<file path="src/rtl/banco_registradores.sv">
// banco_registradores: 16 x 16-bit register file, two combinational read ports and one
// synchronous write port.
//
// Ports
//   clk        rising-edge clock for all register writes
//   reset      asynchronous, active-high; clears the whole array
//   regA       read address, port A
//   regB       read address, port B
//   regC       write address
//   RW         write enable, active-high
//   dado       write data
//   regsaidaA  read data, port A (R[regA])
//   regsaidaB  read data, port B (R[regB])
//
// Configuration
//   BANCO_REGISTRADORES_BYPASS_EN  when defined, a read port whose address matches regC
//                                  while RW=1 and reset=0 returns dado in the same cycle.
//                                  The stored array still updates only at the clock edge.
//                                  The port list is identical in both builds.

module banco_registradores (
  input  logic        clk,
  input  logic        reset,
  input  logic [3:0]  regA,
  input  logic [3:0]  regB,
  input  logic [3:0]  regC,
  input  logic        RW,
  input  logic [15:0] dado,
  output logic [15:0] regsaidaA,
  output logic [15:0] regsaidaB
);

  localparam int unsigned NumRegs = 16;
  localparam int unsigned Width   = 16;

  logic [Width-1:0] regs_q [NumRegs];

  // Register 0 is ordinary storage; every address is valid, so no range check.
  always_ff @(posedge clk or posedge reset) begin
    if (reset) begin
      for (int i = 0; i < NumRegs; i++) begin
        regs_q[i] <= '0;
      end
    end else if (RW) begin
      regs_q[regC] <= dado;
    end
  end

  always_comb begin
    regsaidaA = regs_q[regA];
    regsaidaB = regs_q[regB];
`ifdef BANCO_REGISTRADORES_BYPASS_EN
    // Forward the pending write so a same-cycle read sees the new value.
    if (RW && !reset) begin
      if (regA == regC) begin
        regsaidaA = dado;
      end
      if (regB == regC) begin
        regsaidaB = dado;
      end
    end
`endif
    // The array is already cleared while reset is high; forcing zero here also keeps the
    // outputs clean in the instant reset rises.
    if (reset) begin
      regsaidaA = '0;
      regsaidaB = '0;
    end
  end

endmodule

</file>
<file path="config.mk">
export PLATFORM = sky130hd
export DESIGN_NAME = banco_registradores
export DESIGN_NICKNAME = d
export VERILOG_FILES = /design/src/rtl/banco_registradores.sv
export SDC_FILE = /design/constraint.sdc
export NUM_CORES = 1
export LEC_CHECK = 0
export BUFFER_PORTS_ARGS = -buffer_cell sky130_fd_sc_hd__buf_4
export CAP_MARGIN = 20
export CORE_ASPECT_RATIO = 1.1
export CORE_UTILIZATION = 55
export CTS_CLUSTER_SIZE = 28
export DETAILED_ROUTE_END_ITERATION = 10
export PLACE_DENSITY = 0.78
export SETUP_SLACK_MARGIN = 0.4
export SLEW_MARGIN = 20
export SYNTH_ARGS = -nofsm -noshare
export SYNTH_HDL_FRONTEND = slang
export SYNTH_SLANG_ARGS = --single-unit
</file>
<file path="constraint.sdc">
create_clock -name clk -period 9 [get_ports clk]
set_input_delay 1.35 -clock clk [delete_from_list [all_inputs] [get_ports clk]]
set_output_delay 1.35 -clock clk [all_outputs]
set_load 0.05 [all_outputs]
</file>
Word-level counts from Yosys, hierarchy flattened
Index checks and enable logic that the tools add are counted.
Word-level totals
  flip-flop bits (word level): 256
  bits of input ports: 31
  logic and storage cells: 35
  output and inout port bits: 32
Cells by class
  order comparisons: 4
  bitwise gates (word level): 3
  multiplexer cells: 11
  reductions and logical operators: 1
Operator list (count)
  $bwmux 256: 1
  $bmux 16 s4: 2
  $mux 16: 7
  $demux 16 s4: 1
  $ge 5x5->1 const B: 3
  $not 4->5: 3
  $lt 5x1->1 const B: 1
  $logic_and 1x1->1: 1

Logic depth before layout (Yosys ltp)
Gate-level depths: netlist of run 1.
  depth in word-level cells: 6
  depth in mapped cells: 7
  depth with buffers taken out: 4

Worst setup path before layout of run 1
Ideal clock, no wire load.
  kind: in2out
  from: input regB[0]
  to: output regsaidaB[10]
  path slack: 4.395 ns
  data required time: 7.650 ns
  cell stages on the path: 7
  data arrival time: 3.255 ns
  path buffers: 3
  cells stage by stage: buf_4 > buf_6 > buf_4 > mux2i_1 > a22oi_1 > nand2_1 > o21ai_0
On the way
  cells in the longest elaborated chain, start to end: 5
RTL lines
  from (decl): line 25  | input logic [3:0] regB,
  $not 4->5 (not written as such): line 51  | regsaidaB = regs_q[regB];
  $bmux 16 s4: line 51
  $mux 16 (not written as such) (2 in series): line 51
  $mux 16: line 65  | if (reset) begin
  to (decl): line 30  | output logic [15:0] regsaidaB
No other way between the ends. The select of a mux whose other input is x is not followed.

Final worst setup path of run 1
  from: input regA[0]
  to: output regsaidaA[4]
On the way
  cells in the longest elaborated chain, start to end: 5
RTL lines
  from (decl): line 24  | input logic [3:0] regA,
  $not 4->5 (not written as such): line 50  | regsaidaA = regs_q[regA];
  $bmux 16 s4: line 50
  $mux 16 (not written as such) (2 in series): line 50
  $mux 16: line 65
  to (decl): line 29  | output logic [15:0] regsaidaA,
No other way between the ends. The select of a mux whose other input is x is not followed.

==> impl_metrics.toml, run 1 <==
[final_layout]
largest_reg_flops = 256
syn2layout_area_growth_pct = 10.5
top_regs = "regs_q x256"
num-fill-cells = 1924
regMostFlops = "regs_q"
drive_gt1_share_pct = 41.4
final_util_pct = 61.8
nNetsFinal = 1110

[timing]
min_period_over_period_pct = 59.6
skew_ns = 0
setup_violations = 0
slew_viol_final = 0
finalSetupTns_ns = 0
hold_viol = 0
fin_ws_ns = 3.64
max_freq_ghz = 0.186
max_slew.worst_pin.slew_ns = 1.11
rsz0062_at_grt = "false"
slew_headroom_pct = 26.0
fin_crit_ns = 5.36

[min_path]
hp-class = "reg -> reg"
whs_path_depth = 1

[detailed_routing]
vias = 9706
wl_mm = 39.8
drt_iter0_markers = 943
routed_via_density = 6.86
antenna_left = 0
firstDrtPassIters = 5
drc_errors = 0
wire_per_inst_um = 28.2

[global_route]
gr-usage-met2_pct = 51.5
grt_max_degree = 122
grt_pass1_vias = 9980
grt.total_usage_pct = 31.1
gr-max-usage-layer = "met2"
grt_overflow = 0
grt_pass1_wl_mm = 60.8
grt_use_met1_pct = 40.4
use_met3_pct = 4.74
antenna_found_initial = 3

[power_and_ir_drop]
ir_drop_uv = 122
power.leakage_nw = 6.98
comb_power_share_pct = 23.4
internal_power_mw = 2.58
pwr-share-clk_pct = 31.6
seq_power_share_pct = 45.0
swShare_pct = 29.1
p_switching_mw = 1.06
power_density_nw_per_um2 = 234

[worst_setup_path]
rr_worst_depth = 1
required_ns = 7.65
critPathLaunchType = "primary input"
arrival_ns = 4.01
critPathKind = "in -> out"
cp_max_fo = 30
cp-end-kind = "primary output"

[synth]
synth.distinct_cells = 37
yosysTopAreaCellShare_pct = 45.5
yosys-top-cells-count = "dfrtp_1, mux2_2, mux2i_1"
ys.flop_type = "dfrtp_1"
syn-cell-area_um2 = 14100
synth_most_common_cell = "dfrtp_1"
synth_seq_cells = 256
synth_cells = 1053
synthSimpleGateAreaFrac_pct = 3.51
synth_top_family_by_area = "multiplexers"
ys_warn_count = 0
syn_nets = 1084
yosysSeqAreaShare_pct = 45.5
synth_top_area_cell = "dfrtp_1"
synthXorXnorAreaFrac_pct = 0
synth_fa_ha_area_share_pct = 0
synth_compound_gate_area_share_pct = 6.74
synth.mux.area_fraction_pct = 40.1
ys_async_sr_fraction_pct = 100
synth.area.top_cells = "dfrtp_1, mux2_2, mux2i_1"
avgSynthCellArea_um2 = 13.4
synth_edf_count = 0

[place]
hpwl_mm = 23.8
place_ws_ns = 3.66
place.gp.congestion = 0.820
portBuffers = 62

[die]
die_h_um = 170
rows = 61
dieArea_um2 = 26200
die_w_um = 155
coreArea_um2 = 25200
io_pins = 63
initial_core_util_pct = 55.9

[clock_tree]
cts_resized = 0
post-cts-setup-buffers = 0
cts_buffers = 26
postCtsHoldBufs = 0
root_buffer = "clkbuf_16"
cts_tree = "done"
cts_sinks = 256
clk_latency_ns = 0.52
cts_buffer_depth = 3
path_clk_slew_ns = 0.05
cts.htree.levels = 1

[run]
maxCapViolCount = 0

[outcome]
status = "completed"
-- layout by cell type, fill, tap and decap left out, drive strengths merged, types with 12 or more instances in the layout --
cell type | synthesis | final
mux4 | 44 | 44
nand2 | 37 | 37
a221oi | 12 | 12
a22oi | 66 | 66
nand3 | 16 | 16
mux2 | 256 | 256
o21ai | 27 | 27
nor2 | 21 | 21
dfrtp | 256 | 256
mux2i | 172 | 172
clkbuf | 27 | 40
o211ai | 12 | 12
buf | 65 | 90
-- power groups by stage --
stage | Combinational (mW) | Sequential (mW) | Clock (mW)
global route | 0.909 | 1.66 | 1.20
detailed placement | 0.843 | 1.64 | 0
finish | 0.850 | 1.63 | 1.15
CTS | 0.849 | 1.62 | 1.16
floorplan | 0.674 | 1.57 | 0
global placement | 0.818 | 1.62 | 0
-- path summary, 6_finish.rpt --
check	startpoint	endpoint	slack, ns
setup / recovery	regA[0]	regsaidaA[4]	3.64
hold / removal	regs_q[80]	regs_q[80]	0.53
setup reg to reg	regs_q[165]	regs_q[165]	8.19
hold reg to reg	regs_q[80]	regs_q[80]	0.53
max in group asynchronous	reset	regs_q[194]	6.50
min in group asynchronous	reset	regs_q[221]	0.99
-- critical path, cell delays in order --
cell     delay (ns)
buf_4          0.42
buf_4          0.57
nor2b_1        0.93
a22oi_1        0.18
nand2_1        0.14
o21ai_0        0.15
buf_4          0.25
-- final cells by class --
| type | count | area, um^2 | area share, % |
|---|---|---|---|
| Multi-Input combinational cell | 702 | 7130 | 45.8 |
| Sequential cell | 256 | 6410 | 41.2 |
| Clock buffer | 40 | 815 | 5.23 |
| Timing Repair Buffer | 90 | 687 | 4.41 |
| Tap cell | 315 | 394 | 2.53 |
| Clock inverter | 6 | 105 | 0.675 |
| Inverter | 3 | 18.8 | 0.121 |
| Antenna cell | 3 | 7.51 | 0.0482 |
-- per-stage QoR --
stage	area, um^2	hold WS (ns)	std cells	total power [mW]
finish	15600	0.525	1415	3.63
detailed placement	14600	0.513	1366	2.48
floorplan	14100	0.492	1053	2.25
global route	15600	0.541	1413	3.78
global placement	14600	0.505	1365	2.44
CTS	15600	0.527	1412	3.63
-- metal layers --
metal / share of wire (%) / wire (um)
met5: 0 / 0
met4: 4.4 / 1750
met3: 6.7 / 2680
met2: 49 / 19500
met1: 40 / 15900
-- cell families (layout without fill, tap and decap cells) --
logic type,Yosys count,count (layout)
AO/OA/AOI/OAI,133,133
buffers and inverters,95,139
flip-flops,256,256
multiplexers,472,472
other,0,3
AND/OR/NAND/NOR,97,97
Power figures use the tool's default switching activity.
==> run 2: changes to the inputs <==
==> constraint.sdc (replaced) <==
create_clock -name clk -period 5.05 [get_ports clk]
set_input_delay 0.7575 -clock clk [delete_from_list [all_inputs] [get_ports clk]]
set_output_delay 0.7575 -clock clk [all_outputs]
set_load 0.05 [all_outputs]
==> impl_metrics.toml, run 2 (synthesized netlist as in run 1, its figures left out) <==
[global_route]
grt_overflow = 0
antenna_found_initial = 2
grt_max_degree = 165
grt_pass1_wl_mm = 60.5
grt.total_usage_pct = 30.8
grt_pass1_vias = 9996

[worst_setup_path]
required_ns = 4.29
cp_max_fo = 37
critPathKind = "in -> out"
arrival_ns = 2.86
cp-end-kind = "primary output"
critPathLaunchType = "primary input"
cp_slowest_cell = "buf_4"
slowest_delay_ns = 0.53
crit_chain = "buf_4, buf_12, mux4_2, o21ai_0, o21ai_0, buf_4"

[detailed_routing]
drt_iter0_markers = 793
routed_via_density = 6.80
wire_per_inst_um = 27.6
wl_mm = 39.5
firstDrtPassIters = 6
drc_errors = 0
antenna_left = 0
vias = 9733

[die]
coreArea_um2 = 25200
io_pins = 63
dieArea_um2 = 26200
initial_core_util_pct = 55.9
rows = 61
die_w_um = 155
die_h_um = 170

[timing]
hold_viol = 0
skew_ns = 0
fin_crit_ns = 3.62
slew_viol_final = 0
slew_headroom_pct = 34.6
setup_violations = 0
min_period_over_period_pct = 71.7
rsz0062_at_grt = "false"
max_slew.worst_pin.slew_ns = 0.981
max_freq_ghz = 0.276
finalSetupTns_ns = 0

[final_layout]
fin_cells = 1431
top_regs = "regs_q x256"
largest_reg_flops = 256
regMostFlops = "regs_q"
final_common_cell = "dfrtp_1"
syn2layout_area_growth_pct = 11.5
nNetsFinal = 1126
fin_area_um2 = 15700
final_cell_mix = "dfrtp_1, mux2_2, mux2i_1, buf_4, a22oi_1"
drive_gt1_share_pct = 42.2

[clock_tree]
cts.htree.levels = 1
cts_resized = 0
postCtsHoldBufs = 0
post-cts-setup-buffers = 0
clk_latency_ns = 0.53
root_buffer = "clkbuf_16"
cts_tree = "done"
cts_sinks = 256
path_clk_slew_ns = 0.06
cts_buffer_depth = 3
cts_buffers = 26

[power_and_ir_drop]
fin_total_pwr_mw = 6.50
power.leakage_nw = 7.06
ir_drop_uv = 197
power_density_nw_per_um2 = 414

[outcome]
status = "completed"

[place]
portBuffers = 62
dp.cells = 1381
dpl_cell_area_um2 = 14800
hpwl_mm = 24.5
place.gp.congestion = 0.847

[run]
maxCapViolCount = 0

[min_path]
hp-class = "in -> async"
run 2: cell types whose count changed in the layout (fill, tap and decap cells not counted), moves of 2 or more:
cell	previous run	this run
buf_12	0	2
buf_4	88	102
clkbuf_8	9	6
clkinv_2	3	6
clkinvlp_4	0	2
run 2: worst max-delay path: cells and delay by family:
| kind | cells | cell delay, ns |
|---|---|---|
| buffers and inverters | 3 | 1.05 |
| AO/OA/AOI/OAI | 2 | 0.51 |
| multiplexers | 1 | 0.50 |
run 2: stage by stage:
| step | hold slack (ns) | worst slack, ns | utilization (%) |
|---|---|---|---|
| 2_1_floorplan | 0.492 | 0.921 | - |
| 3_3_place_gp | 0.503 | 1.45 | 58.6 |
| 3_5_place_dp | 0.515 | 1.45 | 58.6 |
| 4_1_cts | 0.497 | 1.45 | 62.3 |
| 5_1_grt | 0.542 | 1.33 | 62.3 |
| 6_report | 0.487 | 1.43 | 62.3 |
run 2: final timing paths:
path / start / to / slack (ns) / cells past startpoint
worst min-delay path: reset / regs_q[27] / 0.49 / 3
max in group asynchronous: reset / regs_q[37] / 3.79 / 3
worst max register to register: regs_q[27] / regs_q[27] / 4.24 / 1
min in group clk: regs_q[81] / regs_q[81] / 0.52 / 1
worst min register to register: regs_q[81] / regs_q[81] / 0.52 / 1
worst max-delay path: regA[0] / regsaidaA[13] / 1.43 / 6
run 2: metal layers:
layer / GRT usage, % / part of all wire [%]
met2: 49.6 / 47
met5: 0 / 0
met3: 6.11 / 8.0
met4: 14.6 / 4.5
met1: 40.3 / 40
run 2: area by class of cell:
type | instances | area [um^2]
Tap cell | 315 | 394
Clock buffer | 36 | 769
Multi-Input combinational cell | 702 | 7120
Clock inverter | 11 | 158
Sequential cell | 256 | 6410
Inverter | 3 | 15.0
Antenna cell | 2 | 5.00
Timing Repair Buffer | 106 | 832
Fill cell | 1926 | 9480
run 2: where the power goes:
group	internal [mW]	switching, mW
combinational	0.814	0.696
clock	1.26	0.807
sequential	2.53	0.384
total	4.61	1.89
==> run 3: changes to the inputs <==
--- a/config.mk
+++ b/config.mk
@@ -5,13 +5,14 @@
 export SDC_FILE = /design/constraint.sdc
 export NUM_CORES = 1
 export LEC_CHECK = 0
+export ABC_AREA = 1
 export BUFFER_PORTS_ARGS = -buffer_cell sky130_fd_sc_hd__buf_4
 export CAP_MARGIN = 20
 export CORE_ASPECT_RATIO = 1.1
 export CORE_UTILIZATION = 55
 export CTS_CLUSTER_SIZE = 28
 export DETAILED_ROUTE_END_ITERATION = 10
-export PLACE_DENSITY = 0.78
+export PLACE_DENSITY = 0.81
 export SETUP_SLACK_MARGIN = 0.4
 export SLEW_MARGIN = 20
 export SYNTH_ARGS = -nofsm -noshare
==> constraint.sdc (replaced) <==
create_clock -name clk -period 3.3 [get_ports clk]
set_input_delay 0.495 -clock clk [delete_from_list [all_inputs] [get_ports clk]]
set_output_delay 0.495 -clock clk [all_outputs]
set_load 0.05 [all_outputs]
==> impl_metrics.toml, run 3 <==
[global_route]
grt_pass1_wl_mm = 76.2
grt_pass1_vias = 14400
antenna_found_initial = 0
grt_overflow = 0
grt.total_usage_pct = 34.7
grt_max_degree = 129

[place]
dp.cells = 2540
dpl_cell_area_um2 = 15600
place.gp.congestion = 0.901
place_ws_ns = 0.615
hpwl_mm = 30.3
portBuffers = 62

[timing]
slew_headroom_pct = 54.7
min_period_over_period_pct = 84.9
max_slew.worst_pin.slew_ns = 0.677
fin_ws_ns = 0.497
whs_ns = 0.168
max_freq_ghz = 0.357
setup_violations = 0
finalSetupTns_ns = 0
skew_ns = 0
hold_viol = 0
slew_viol_final = 0
fin_crit_ns = 2.80
rsz0062_at_grt = "false"

[worst_setup_path]
reg2reg_from = "regs_q[159]"
r2r_end = "regs_q[159]"
cp_max_fo = 25
rrSetupSlack_ns = 2.57
critPathLaunchType = "primary input"
critPathKind = "in -> out"
crit_start = "regA[1]"
cp-end-kind = "primary output"
rr_worst_depth = 2
required_ns = 2.80
arrival_ns = 2.31
setup.worst_path.end = "regsaidaA[3]"

[synth]
synth_most_common_cell = "nand2_1"
avgSynthCellArea_um2 = 6.63
synth.distinct_cells = 14
ys_async_sr_fraction_pct = 100
synth_top_area_cell = "dfrtp_1"
ys_warn_count = 0
syn-cell-area_um2 = 14900
synth_cells = 2242
yosysSeqAreaShare_pct = 43.1
yosysTopAreaCellShare_pct = 43.1
yosys-top-cells-count = "nand2_1, nand3_1, inv_1"
synth_seq_cells = 256
synth.area.top_cells = "dfrtp_1, nand2_1, nand3_1"
synth_edf_count = 0
syn_nets = 2273
ys.flop_type = "dfrtp_1"

[detailed_routing]
vias = 15300
antenna_left = 0
drt_iter0_markers = 2080
wire_per_inst_um = 18.6
firstDrtPassIters = 7
drc_errors = 0
wl_mm = 48.1
routed_via_density = 5.91

[die]
die_h_um = 174
dieArea_um2 = 27700
rows = 62
initial_core_util_pct = 56.4
coreArea_um2 = 26400
io_pins = 63
die_w_um = 159

[outcome]
status = "completed"

[clock_tree]
cts_tree = "done"
clk_latency_ns = 0.56
cts_sinks = 256
postCtsHoldBufs = 0
cts_resized = 0
path_clk_slew_ns = 0.07
root_buffer = "clkbuf_16"
cts_buffer_depth = 3
cts.htree.levels = 1
cts_buffers = 27
post-cts-setup-buffers = 0

[final_layout]
drive_gt1_share_pct = 7.56
num-fill-cells = 2385
regMostFlops = "regs_q"
final_cell_mix = "nand2_1, nand3_1, inv_1, dfrtp_1, o21ai_0"
n_antenna_cell = 0
fin_cells = 2587
fin_area_um2 = 16400
final_common_cell = "nand2_1"
largest_reg_flops = 256
top_regs = "regs_q x256"
syn2layout_area_growth_pct = 10.6
nNetsFinal = 2248

[power_and_ir_drop]
power.leakage_nw = 8.53
ir_drop_uv = 392
power_density_nw_per_um2 = 582

[run]
maxCapViolCount = 0

[min_path]
hp-class = "in -> async"
## run 3: changes by cell type after synthesis, sizes merged, moves of 15 or more
cell / before / now
a21oi: 4 / 32
inv: 3 / 286
mux4: 44 / 0
a22oi: 66 / 0
nand3: 16 / 456
nor2: 21 / 6
clkbuf: 27 / 99
nand2: 37 / 776
o21ai: 27 / 256
mux2: 256 / 0
mux2i: 172 / 0
## run 3: cells by family after synthesis
family	Yosys count	share of synthesized area, %
DFF	256	43.1
buffers and inverters	457	11.9
and+or+nand+nor	1241	35.3
AOI/OAI and AO/OA	288	9.69
## run 3: cell type report
class	instances	area (um^2)	area share [%]
multi-input cells	1529	6710	40.8
flip-flops and latches	256	6410	39.0
inverters	286	1080	6.58
repair buffers	117	953	5.80
clock buffers	39	781	4.75
well taps	352	440	2.68
clock inverters	8	72.6	0.441
## run 3: worst min-delay path by stage
stage / end / slack (ns) / cells past startpoint
after floorplan: regs_q[0] / 0.45 / 2
after global placement: regs_q[194] / 0.47 / 2
after detailed placement: regs_q[84] / 0.47 / 2
after CTS: regs_q[156] / 0.13 / 2
after global routing: regs_q[220] / 0.15 / 2
final: regs_q[156] / 0.17 / 2
## run 3: worst max-delay path, cell delays in order
cell and delay [ns]:
buf_4 0.30, buf_4 0.42, nand3_1 0.12, nand3_1 0.10, nand3_1 0.10, a21oi_1 0.46
buf_4 0.29
## run 3: through the flow
stage | power [mW] | util [%]
finish | 9.57 | 62.3
global route | 10.1 | 62.3
CTS | 9.54 | 62.3
detailed placement | 6.57 | 59.1
global placement | 6.46 | 59.1
floorplan | 5.91 | -
## run 3: layer usage
metal  global-route usage, %  vias to the layer above  wire [um]
li1                        -                     7014          -
met1                    46.6                     7025      18700
met2                    53.2                     1074      21000
met3                    7.16                      183       6190
met4                    18.0                        0       2100
met5                       0                        -          0
## run 3: power breakdown
part,switching [mW],internal (mW)
logic,1.67,0.804
clock network,1.28,1.71
registers,0.311,3.81
